File: src/rtl/serial_feeder.sv
`default_nettype none
// ============================================================================
// Module   : serial_feeder
// Brief    : Byte FIFO plus serialiser driving d/EN/inc of the downstream
//            shift-register/counter datapath. Optional pause input via
//            macro FEEDER_PAUSE_EN.
// Revision : 1.0 - initial release
// ============================================================================
module serial_feeder #(
    parameter int DATA_W     = 8,
    parameter int FIFO_DEPTH = 4,
    parameter int MSB_FIRST  = 1
) (
    input  logic                            clk,
    input  logic                            res,
    input  logic [DATA_W-1:0]               in_data,
    input  logic                            in_inc,
    input  logic                            in_valid,
`ifdef FEEDER_PAUSE_EN
    input  logic                            pause,
`endif
    output logic                            in_ready,
    output logic                            d,
    output logic                            EN,
    output logic                            inc,
    output logic                            busy,
    output logic                            frame_done,
    output logic [$clog2(FIFO_DEPTH):0]     fifo_level
);

    localparam int c_ptr_w = $clog2(FIFO_DEPTH);
    localparam int c_lvl_w = c_ptr_w + 1;
    localparam int c_cnt_w = (DATA_W > 1) ? $clog2(DATA_W) : 1;
    localparam logic [c_lvl_w-1:0] c_full     = c_lvl_w'(FIFO_DEPTH);
    localparam logic [c_cnt_w-1:0] c_last_bit = c_cnt_w'(DATA_W - 1);

    typedef enum logic [1:0] {
        S_IDLE   = 2'd0,
        S_SHIFT  = 2'd1,
        S_STROBE = 2'd2
    } state_t;

    logic [DATA_W:0]      r_mem [FIFO_DEPTH];
    logic [c_ptr_w-1:0]   r_wptr;
    logic [c_ptr_w-1:0]   r_rptr;
    logic [c_lvl_w-1:0]   r_level;
    logic [DATA_W:0]      w_head;
    logic                 w_push;
    logic                 w_pop;
    logic                 w_shift;
    logic                 w_pause;
    logic                 w_err;
    logic                 w_bit;
    logic [DATA_W-1:0]    w_sr_next;

    state_t               r_state;
    state_t               w_state_nxt;
    logic [DATA_W-1:0]    r_sr;
    logic [c_cnt_w-1:0]   r_cnt;
    logic                 r_inc_lat;

    assign in_ready   = (r_level != c_full);
    assign fifo_level = r_level;
    assign busy       = (r_state != S_IDLE);
    assign w_push     = in_valid && in_ready;
    assign w_head     = r_mem[r_rptr];

    // ---------------------------------------------------------------- FIFO
    always_ff @(posedge clk) begin
        if (w_push) begin
            r_mem[r_wptr] <= {in_inc, in_data};
        end
    end

    always_ff @(posedge clk or negedge res) begin
        if (!res) begin
            r_wptr  <= '0;
            r_rptr  <= '0;
            r_level <= '0;
        end else begin
            if (w_push) begin
                r_wptr <= r_wptr + 1'b1;
            end
            if (w_pop) begin
                r_rptr <= r_rptr + 1'b1;
            end
            case ({w_push, w_pop})
                2'b10:   r_level <= r_level + 1'b1;
                2'b01:   r_level <= r_level - 1'b1;
                default: r_level <= r_level;
            endcase
        end
    end

    // ------------------------------------------------------- pause option
`ifdef FEEDER_PAUSE_EN
    logic r_err;

    assign w_pause = pause;
    assign w_err   = r_err;

    // A pause mid-frame desynchronises the downstream shifters, so remember it
    always_ff @(posedge clk or negedge res) begin
        if (!res) begin
            r_err <= 1'b0;
        end else if (w_pop) begin
            r_err <= 1'b0;
        end else if ((r_state == S_SHIFT) && pause) begin
            r_err <= 1'b1;
        end
    end
`else
    assign w_pause = 1'b0;
    assign w_err   = 1'b0;
`endif

    // ----------------------------------------------------------------- FSM
    always_ff @(posedge clk or negedge res) begin
        if (!res) begin
            r_state <= S_IDLE;
        end else begin
            r_state <= w_state_nxt;
        end
    end

    always_comb begin
        w_state_nxt = r_state;
        w_pop       = 1'b0;
        w_shift     = 1'b0;
        case (r_state)
            S_IDLE: begin
                if ((r_level != '0) && !w_pause) begin
                    w_pop       = 1'b1;
                    w_state_nxt = S_SHIFT;
                end
            end
            S_SHIFT: begin
                if (!w_pause) begin
                    w_shift = 1'b1;
                    if (r_cnt == c_last_bit) begin
                        w_state_nxt = S_STROBE;
                    end
                end
            end
            S_STROBE: begin
                if (r_level != '0) begin
                    w_pop       = 1'b1;
                    w_state_nxt = S_SHIFT;
                end else begin
                    w_state_nxt = S_IDLE;
                end
            end
            default: w_state_nxt = S_IDLE;
        endcase
    end

    // ------------------------------------------------------------ datapath
    assign w_bit     = (MSB_FIRST != 0) ? r_sr[DATA_W-1] : r_sr[0];
    assign w_sr_next = (MSB_FIRST != 0) ? (r_sr << 1) : (r_sr >> 1);

    always_ff @(posedge clk or negedge res) begin
        if (!res) begin
            r_sr      <= '0;
            r_cnt     <= '0;
            r_inc_lat <= 1'b0;
        end else if (w_pop) begin
            r_sr      <= w_head[DATA_W-1:0];
            r_inc_lat <= w_head[DATA_W];
            r_cnt     <= '0;
        end else if (w_shift) begin
            r_sr  <= w_sr_next;
            r_cnt <= r_cnt + 1'b1;
        end
    end

    // All datapath controls leave on flops, one cycle behind the state
    always_ff @(posedge clk or negedge res) begin
        if (!res) begin
            d          <= 1'b0;
            EN         <= 1'b0;
            inc        <= 1'b0;
            frame_done <= 1'b0;
        end else begin
            d          <= w_shift ? w_bit : 1'b0;
            EN         <= (r_state == S_STROBE) && !w_err;
            frame_done <= (r_state == S_STROBE) && !w_err;
            if ((r_state == S_STROBE) && !w_err) begin
                inc <= r_inc_lat;
            end
        end
    end

endmodule
`default_nettype wire

File: config.mk
export PLATFORM = sky130hd
export DESIGN_NAME = serial_feeder
export DESIGN_NICKNAME = d
export VERILOG_FILES = /design/src/rtl/serial_feeder.sv
export SDC_FILE = /design/constraint.sdc
export NUM_CORES = 1
export LEC_CHECK = 0
export CORE_UTILIZATION = 40
export CTS_BUF_LIST = sky130_fd_sc_hd__clkbuf_8 sky130_fd_sc_hd__clkbuf_16
export DETAILED_ROUTE_END_ITERATION = 8
export HOLD_SLACK_MARGIN = 0.02
export MAX_ROUTING_LAYER = met4
export REMOVE_ABC_BUFFERS = 1
export SLEW_MARGIN = 20
export SYNTH_ARGS = -nofsm -noshare
export SYNTH_HDL_FRONTEND = slang
export SYNTH_SLANG_ARGS = --single-unit
File: constraint.sdc
create_clock -name clk -period 1.9 [get_ports clk]
set_input_delay 0.19 -clock clk [delete_from_list [all_inputs] [get_ports clk]]
set_output_delay 0.19 -clock clk [all_outputs]
set_load 0.02 [all_outputs]
==> results.md <==
- Status: complete, but fails checks
- Failing checks: negative setup slack
- Routing usage on met2: 24.0%
- Max-slew violations: 0
- Clock Root Buffer: clkbuf_8
- Area growth syn-to-layout: 26.7%
- GRT busiest layer: met2
- Complex-gate fraction of the synthesized area: 4.40%
- Row count: 28
- Seq cells post-synth: 60
- Register area: 1680 um2
- Fin worst setup slack: -105 ps
- First-pass GRT wire length: 7010 um
- Area occupied by multi-input gates: 739 um2
- Leakage: 1.25 nW
- Max VDD drop: 0.823 mV
- PD cells: 1640 nW/um2
- Max-Cap Viols: 0
- CTS tree: yes
- Antenna fix cells: 0
- Nets: 206
- Router iterations before antenna repair: 4
- Cell variety after synth: 29
- CTS buffer count: 9
- GR Util All Layers: 15.6%
- Fmax: 499 MHz
- Synth Cell Area: 2440 um2
- H-tree level count: 3
- Vert. Die Dim: 80.2 um
- Syn avg cell area: 17.2 um2
- Final Util: 52.3%
- Worst skew pair latency: 320 ps
- DIE AREA: 6430 um2
- Via density: 4.94
- Post-synthesis mux area share: 11.0%
- Grt met1 use: 19.3%
- Setup WS pre-CTS: -265 ps
- Core area: 5920 um2
- Final setup vio count: 1
- Hpwl dp: 2810 um
- Yosys warnings: 0
- Rel. slew slack: 62.4%
- Antenna violations before repair: 0
- Startpoint Class: flip-flop
- Commonest cells after routing, fill and taps aside: 36 x edfxtp_1, 24 x dfrtp_1, 18 x clkdlybuf4s50_1
- Syn Inst Count: 142
- Worst setup EP type: flip-flop
- I/O pins: 21
- Pin count of the biggest net entering global routing: 25
- Tightest Pin Transition: 563 ps
- Clock Path Buffers: 2
- Placer Congestion: 0.702
- Sequential share of the synthesized area: 68.8%
- Crit share post-route: 106%
- Met3 Use GR: 5.11%
- Clock-pin transition on the worst setup and hold timing paths: 60 ps
- Clock sink total: 60
- Synth Area in XOR/XNOR: 2.15%
- Ratio of cells with drive above 1 in the final layout: 27.9%
- DRT Wirelength: 4170 um
- Endpoints failing hold: 0
- Setup CP Type: flip-flop to flip-flop
- Grt total ovfl: 0
- Starting density of the core: 41.3%
- Adder-Cell Fraction of Synth Area: 4.40%
- Max FO, Critical Path: 2
- Final setup skew: 6.62 ps
- Post-Synth Simple-Gate Area: 6.91%
- CP Data Arrival Time: 2250 ps
- IO buf count: 20
- Most common cell after layout, fill and taps aside: edfxtp_1
- Worst Hold Class: input port to asynchronous set/reset pin
- Final ANT Viol Nets: 0
- Number of fill cells: 459
- Routed len/inst: 15.7 um
- Unrepaired setup endpoints after global routing: true
- Worst EP required: 2140 ps
- CTS Hold Bufs: 0
- Via Count: 1,308
- First DRT Iteration DRCs: 95
- Post-route DRC: 0
- Largest family of logic cells by synthesized area: multiplexers
- Die W: 80.2 um
- Number of global-route vias before repair: 1,450
- Min cycle time layout: 2010 ps
## worst max-delay path, cell delays in order (launching register included)
cell and delay [ps]:
dfrtp_1 390, or3b_4 400, and2_4 160, inv_4 50, ha_4 130, inv_2 30
fa_2 320, xor2_1 140, nor2_1 120, xor2_1 180
## logic make-up after synthesis
| logic type | Yosys count |
|---|---|
| flops | 60 |
| simple gates | 30 |
| mux | 14 |
| compound gates | 12 |
| buf+inv | 12 |
| fa+ha+maj | 8 |
| xor+xnor | 6 |
## path summary, 6_finish.rpt
| kind | startpoint | endpoint | slack (ps) | cells after the start |
|---|---|---|---|---|
| hold reg to reg | r_sr[7] | d | 500 | 1 |
| setup reg to reg | fifo_level[1] | fifo_level[2] | -110 | 9 |
| max in group asynchronous | res | r_wptr[0] | 1430 | 2 |
| setup / recovery | fifo_level[1] | fifo_level[2] | -110 | 9 |
| hold / removal | res | r_cnt[0] | 230 | 2 |
| min in group clk | r_sr[7] | d | 500 | 1 |
## where the power goes
part           switching [mW]  internal [mW]
sequential              0.210           1.81
clock                   0.459          0.721
combinational           0.886          0.996
total                    1.56           3.53
## layout make-up
class	instances	area share [%]
Tap cell	75	3.03
Clock inverter	6	2.59
Sequential cell	60	54.3
Multi-Input combinational cell	70	23.9
Timing Repair Buffer	38	11.3
Clock buffer	9	4.00
Inverter	7	0.929
## cell usage after synthesis
library cell | instances | area [um2]
edfxtp_1 | 36 | 1080
a221o_1 | 7 | 70.1
mux4_2 | 6 | 135
mux2i_1 | 1 | 10.0
and2_1 | 3 | 18.8
inv_1 | 7 | 26.3
mux2_2 | 4 | 45.0
or3_1 | 1 | 6.26
and3_1 | 11 | 68.8
buf_6 | 1 | 11.3
buf_4 | 1 | 7.51
dfrtp_1 | 24 | 601
o21ai_0 | 3 | 15.0
xnor2_1 | 3 | 26.3
a21oi_4 | 1 | 16.3
or3b_1 | 1 | 8.76
fa_1 | 1 | 20.0
nor3_1 | 1 | 5.00
xor2_1 | 3 | 26.3
nand3_1 | 2 | 10.0
nand2b_1 | 1 | 6.26
nor2b_1 | 2 | 12.5
nor2_1 | 2 | 7.51
o22ai_1 | 1 | 6.26
nand2_1 | 5 | 18.8
mux4_1 | 3 | 78.8
ha_1 | 7 | 87.6
clkbuf_1 | 3 | 11.3
or2_2 | 1 | 6.26
## per-stage QoR
step	setup TNS (ps)	power, mW	area, um2	std cells	hold WS (ps)
after floorplan	-691	3.11	2410	137	-106
after CTS	-137	5.11	3070	263	220
after global routing	-188	5.42	3100	265	256
final	-105	5.08	3100	265	230
after detailed placement	-295	3.85	2830	247	492
after global placement	-86.4	3.73	2830	247	472
## registers in the layout, indices dropped and copies added (netlist names)
register    count
inc             1
r_sr            8
r_state         2
fifo_level      3
r_inc_lat       1
r_wptr          2
r_rptr          2
d               1
r_cnt           3
frame_done      1
r_mem          36
## timing repair
item | in CTS | in global routing
pin swaps | 4 | 3
endpoints found under the hold margin | 0 | 0
endpoints found under the setup margin | 3 | 3
gates cloned | 0 | 0
buffers inserted | 1 | 2
resized for setup | 9 | 4
## layer usage
layer | wire length [um] | vias to the layer above
met2 | 2040 | 24
met5 | 0 | -
met4 | 19 | 0
met1 | 1970 | 658
met3 | 143 | 2
li1 | - | 624
No activity file was read; power rests on OpenSTA's default activity.
==> variant, RTL diff (config.mk and constraints unchanged) <==
The parameter `DATA_W` goes from 8 to 4.
--- a/src/rtl/serial_feeder.sv
+++ b/src/rtl/serial_feeder.sv
@@ -7,7 +7,7 @@
 // Revision : 1.0 - initial release
 // ============================================================================
 module serial_feeder #(
-    parameter int DATA_W     = 8,
+    parameter int DATA_W     = 4,
     parameter int FIFO_DEPTH = 4,
     parameter int MSB_FIRST  = 1
 ) (
Ports: changed (resized in_data); port bits go from 21 to 17. No check against the original RTL was run, so the function may have changed too.
==> variant against the original RTL <==
The flow still finishes with violations (negative setup slack). Worst setup slack improved by 0.045 ns. Synthesized area decreased by 32%. Routed wire length decreased by 33%. Sequential cell count decreased by 21. Final area decreased by 33%. Total power decreased by 32%. Critical path depth unchanged. Combinational power decreased by 24%. Core utilization decreased by 0.41 points.
==> variant: results (changes against the original RTL) <==
[run_status]
status = finished with violations
failed_checks = negative setup slack

[cells_and_area]
top_register = r_mem
nets = 148  ; -28%
antenna_cells = 0  ; unchanged
final_cell_count_no_fill = 184  ; -31%
largest_reg_flops = 20  ; -44%
drive_gt1_frac = 0.306  ; +0.0270

[global_route]
antenna_found_initial = 0  ; unchanged
grt_first_pass_wirelength_mm = 4.64  ; -34%
grt_overflow_total = 0  ; unchanged
grt_pass1_vias = 955  ; -34%
grt_max_degree = 20  ; -20%
groute.usage.overall = 0.156  ; about the same

[worst_setup_path]
arrival_ns = 2.17  ; -0.08 ns
r2r.worst_path.cells = 9  ; unchanged
cp_max_fo = 2  ; unchanged

[synthesis]
synth_warnings = 0  ; unchanged
synthFlopType = edfxtp_1
ys_types = 31  ; +6.9%
async_reset_ff_frac = 0.487  ; +0.0872
synth_edf_count = 20  ; -44%
seq_area_frac_synth = 0.650  ; -0.0386
synth_common_cells = 20 x edfxtp_1, 19 x dfrtp_1, 6 x ha_1, 6 x inv_1, 5 x mux4_2
synth.area.top_cells = edfxtp_1 36%, dfrtp_1 29%, mux4_2 6.8%
synth_area_per_cell_sq_um = 16.2  ; -5.6%

[clocking]
root_buffer = clkbuf_8
cts_buffers = 5  ; -4
clock_latency_ns = 0.29  ; -0.03 ns
htreeDepth = 2  ; -1
path_clk_slew_ns = 0.07
clockBufferDepth = 2  ; unchanged

[detailed_routing]
drt_iter0_markers = 58  ; -39%
route.vias.total = 937  ; -28%
route.detailed.drc = 0  ; unchanged
drt_pass1_iterations = 4  ; unchanged
wire_per_inst_microns = 15.2  ; -3.2%

[sta]
tns_ns = -0.0603  ; +0.0448 ns
setup_slack_ns = -0.0603  ; +0.0448 ns
finalSetupViolCount = 1  ; unchanged
hold_ws_ns = 0.234  ; +0.00355 ns
clock_skew_ns = 0.00553  ; -0.00109 ns
max-slew-margin-rel = 0.729  ; +0.106

[pwr]
leakagePower_nw = 0.877  ; -30%
ir_drop_mv = 0.683  ; -17%

[placed_design]
place_inst = 174  ; -30%
portBuffers = 16  ; -20%
place_area_sq_um = 1940  ; -32%
pre_cts_ws_ns = -0.152  ; +0.113 ns
place.gp.congestion = 0.731  ; +4.1%
dp_hpwl_mm = 1.98  ; -30%

[hold_path]
hold_path_class = in2async

variant: cell count changes after synthesis, sizes merged, moves of 2 or more:
cell / delta
a221o: -4
and3: -7
mux4: -4
nand2: -3
nand3: -2
edfxtp: -16
o211a: +3
dfrtp: -5
variant: kinds of logic after synthesis:
| logic type | share of synthesized area |
|---|---|
| AOI/OAI and AO/OA | 0.0506 |
| xor gates and xnor gates | 0.0317 |
| DFF | 0.650 |
| and+or+nand+nor | 0.0778 |
| muxes | 0.103 |
| buffers and inverters | 0.0295 |
| adders and majority gates | 0.0574 |
variant: what timing repair did:
item                                    4_1_cts  5_1_grt
buffers inserted                              2        0
pin swaps                                     4        3
resized for setup                             6        2
endpoints found under the setup margin        2        3
hold buffers                                  0        0
variant: metal layers:
metal | share of wire | GRT usage | vias up
met1 | 0.45 | 0.183 | 480
li1 | - | - | 435
met3 | 0.034 | 0.0569 | 6
met2 | 0.49 | 0.244 | 16
met4 | 0.020 | 0.0638 | 0
met5 | 0 | - | -
variant: final timing paths:
path	end	start
min reg2reg	d$_DFF_PN0_	r_sr[3]$_DFFE_PN0P_
min in group clk	d$_DFF_PN0_	r_sr[3]$_DFFE_PN0P_
max reg2reg	fifo_level[2]$_DFFE_PN0P_	fifo_level[1]$_DFFE_PN0P_
max in group asynchronous	fifo_level[2]$_DFFE_PN0P_	res
max	fifo_level[2]$_DFFE_PN0P_	fifo_level[1]$_DFFE_PN0P_
min	inc$_DFFE_PN0P_	res
variant: critical path: stages (launching register included):
cell and delay (ns):
dfrtp_1 0.38, or3b_4 0.40, and2_4 0.16, inv_4 0.06
ha_4 0.14, inv_2 0.04, fa_2 0.32, xor2_1 0.14
nor2_1 0.11, xor2_1 0.14
variant: final cells by class:
| type | count | area, sq um |
|---|---|---|
| Fill cell | 330 | 1920 |
| Sequential cell | 39 | 1080 |
| Multi-Input combinational cell | 52 | 547 |
| Timing Repair Buffer | 29 | 259 |
| Clock buffer | 5 | 68.8 |
| Tap cell | 50 | 62.6 |
| Clock inverter | 3 | 37.5 |
| Inverter | 6 | 25.0 |
variant: where the power goes:
group | internal [mW] | switching [mW]
clock network | 0.382 | 0.273
registers | 1.19 | 0.182
logic | 0.771 | 0.658
total | 2.34 | 1.11
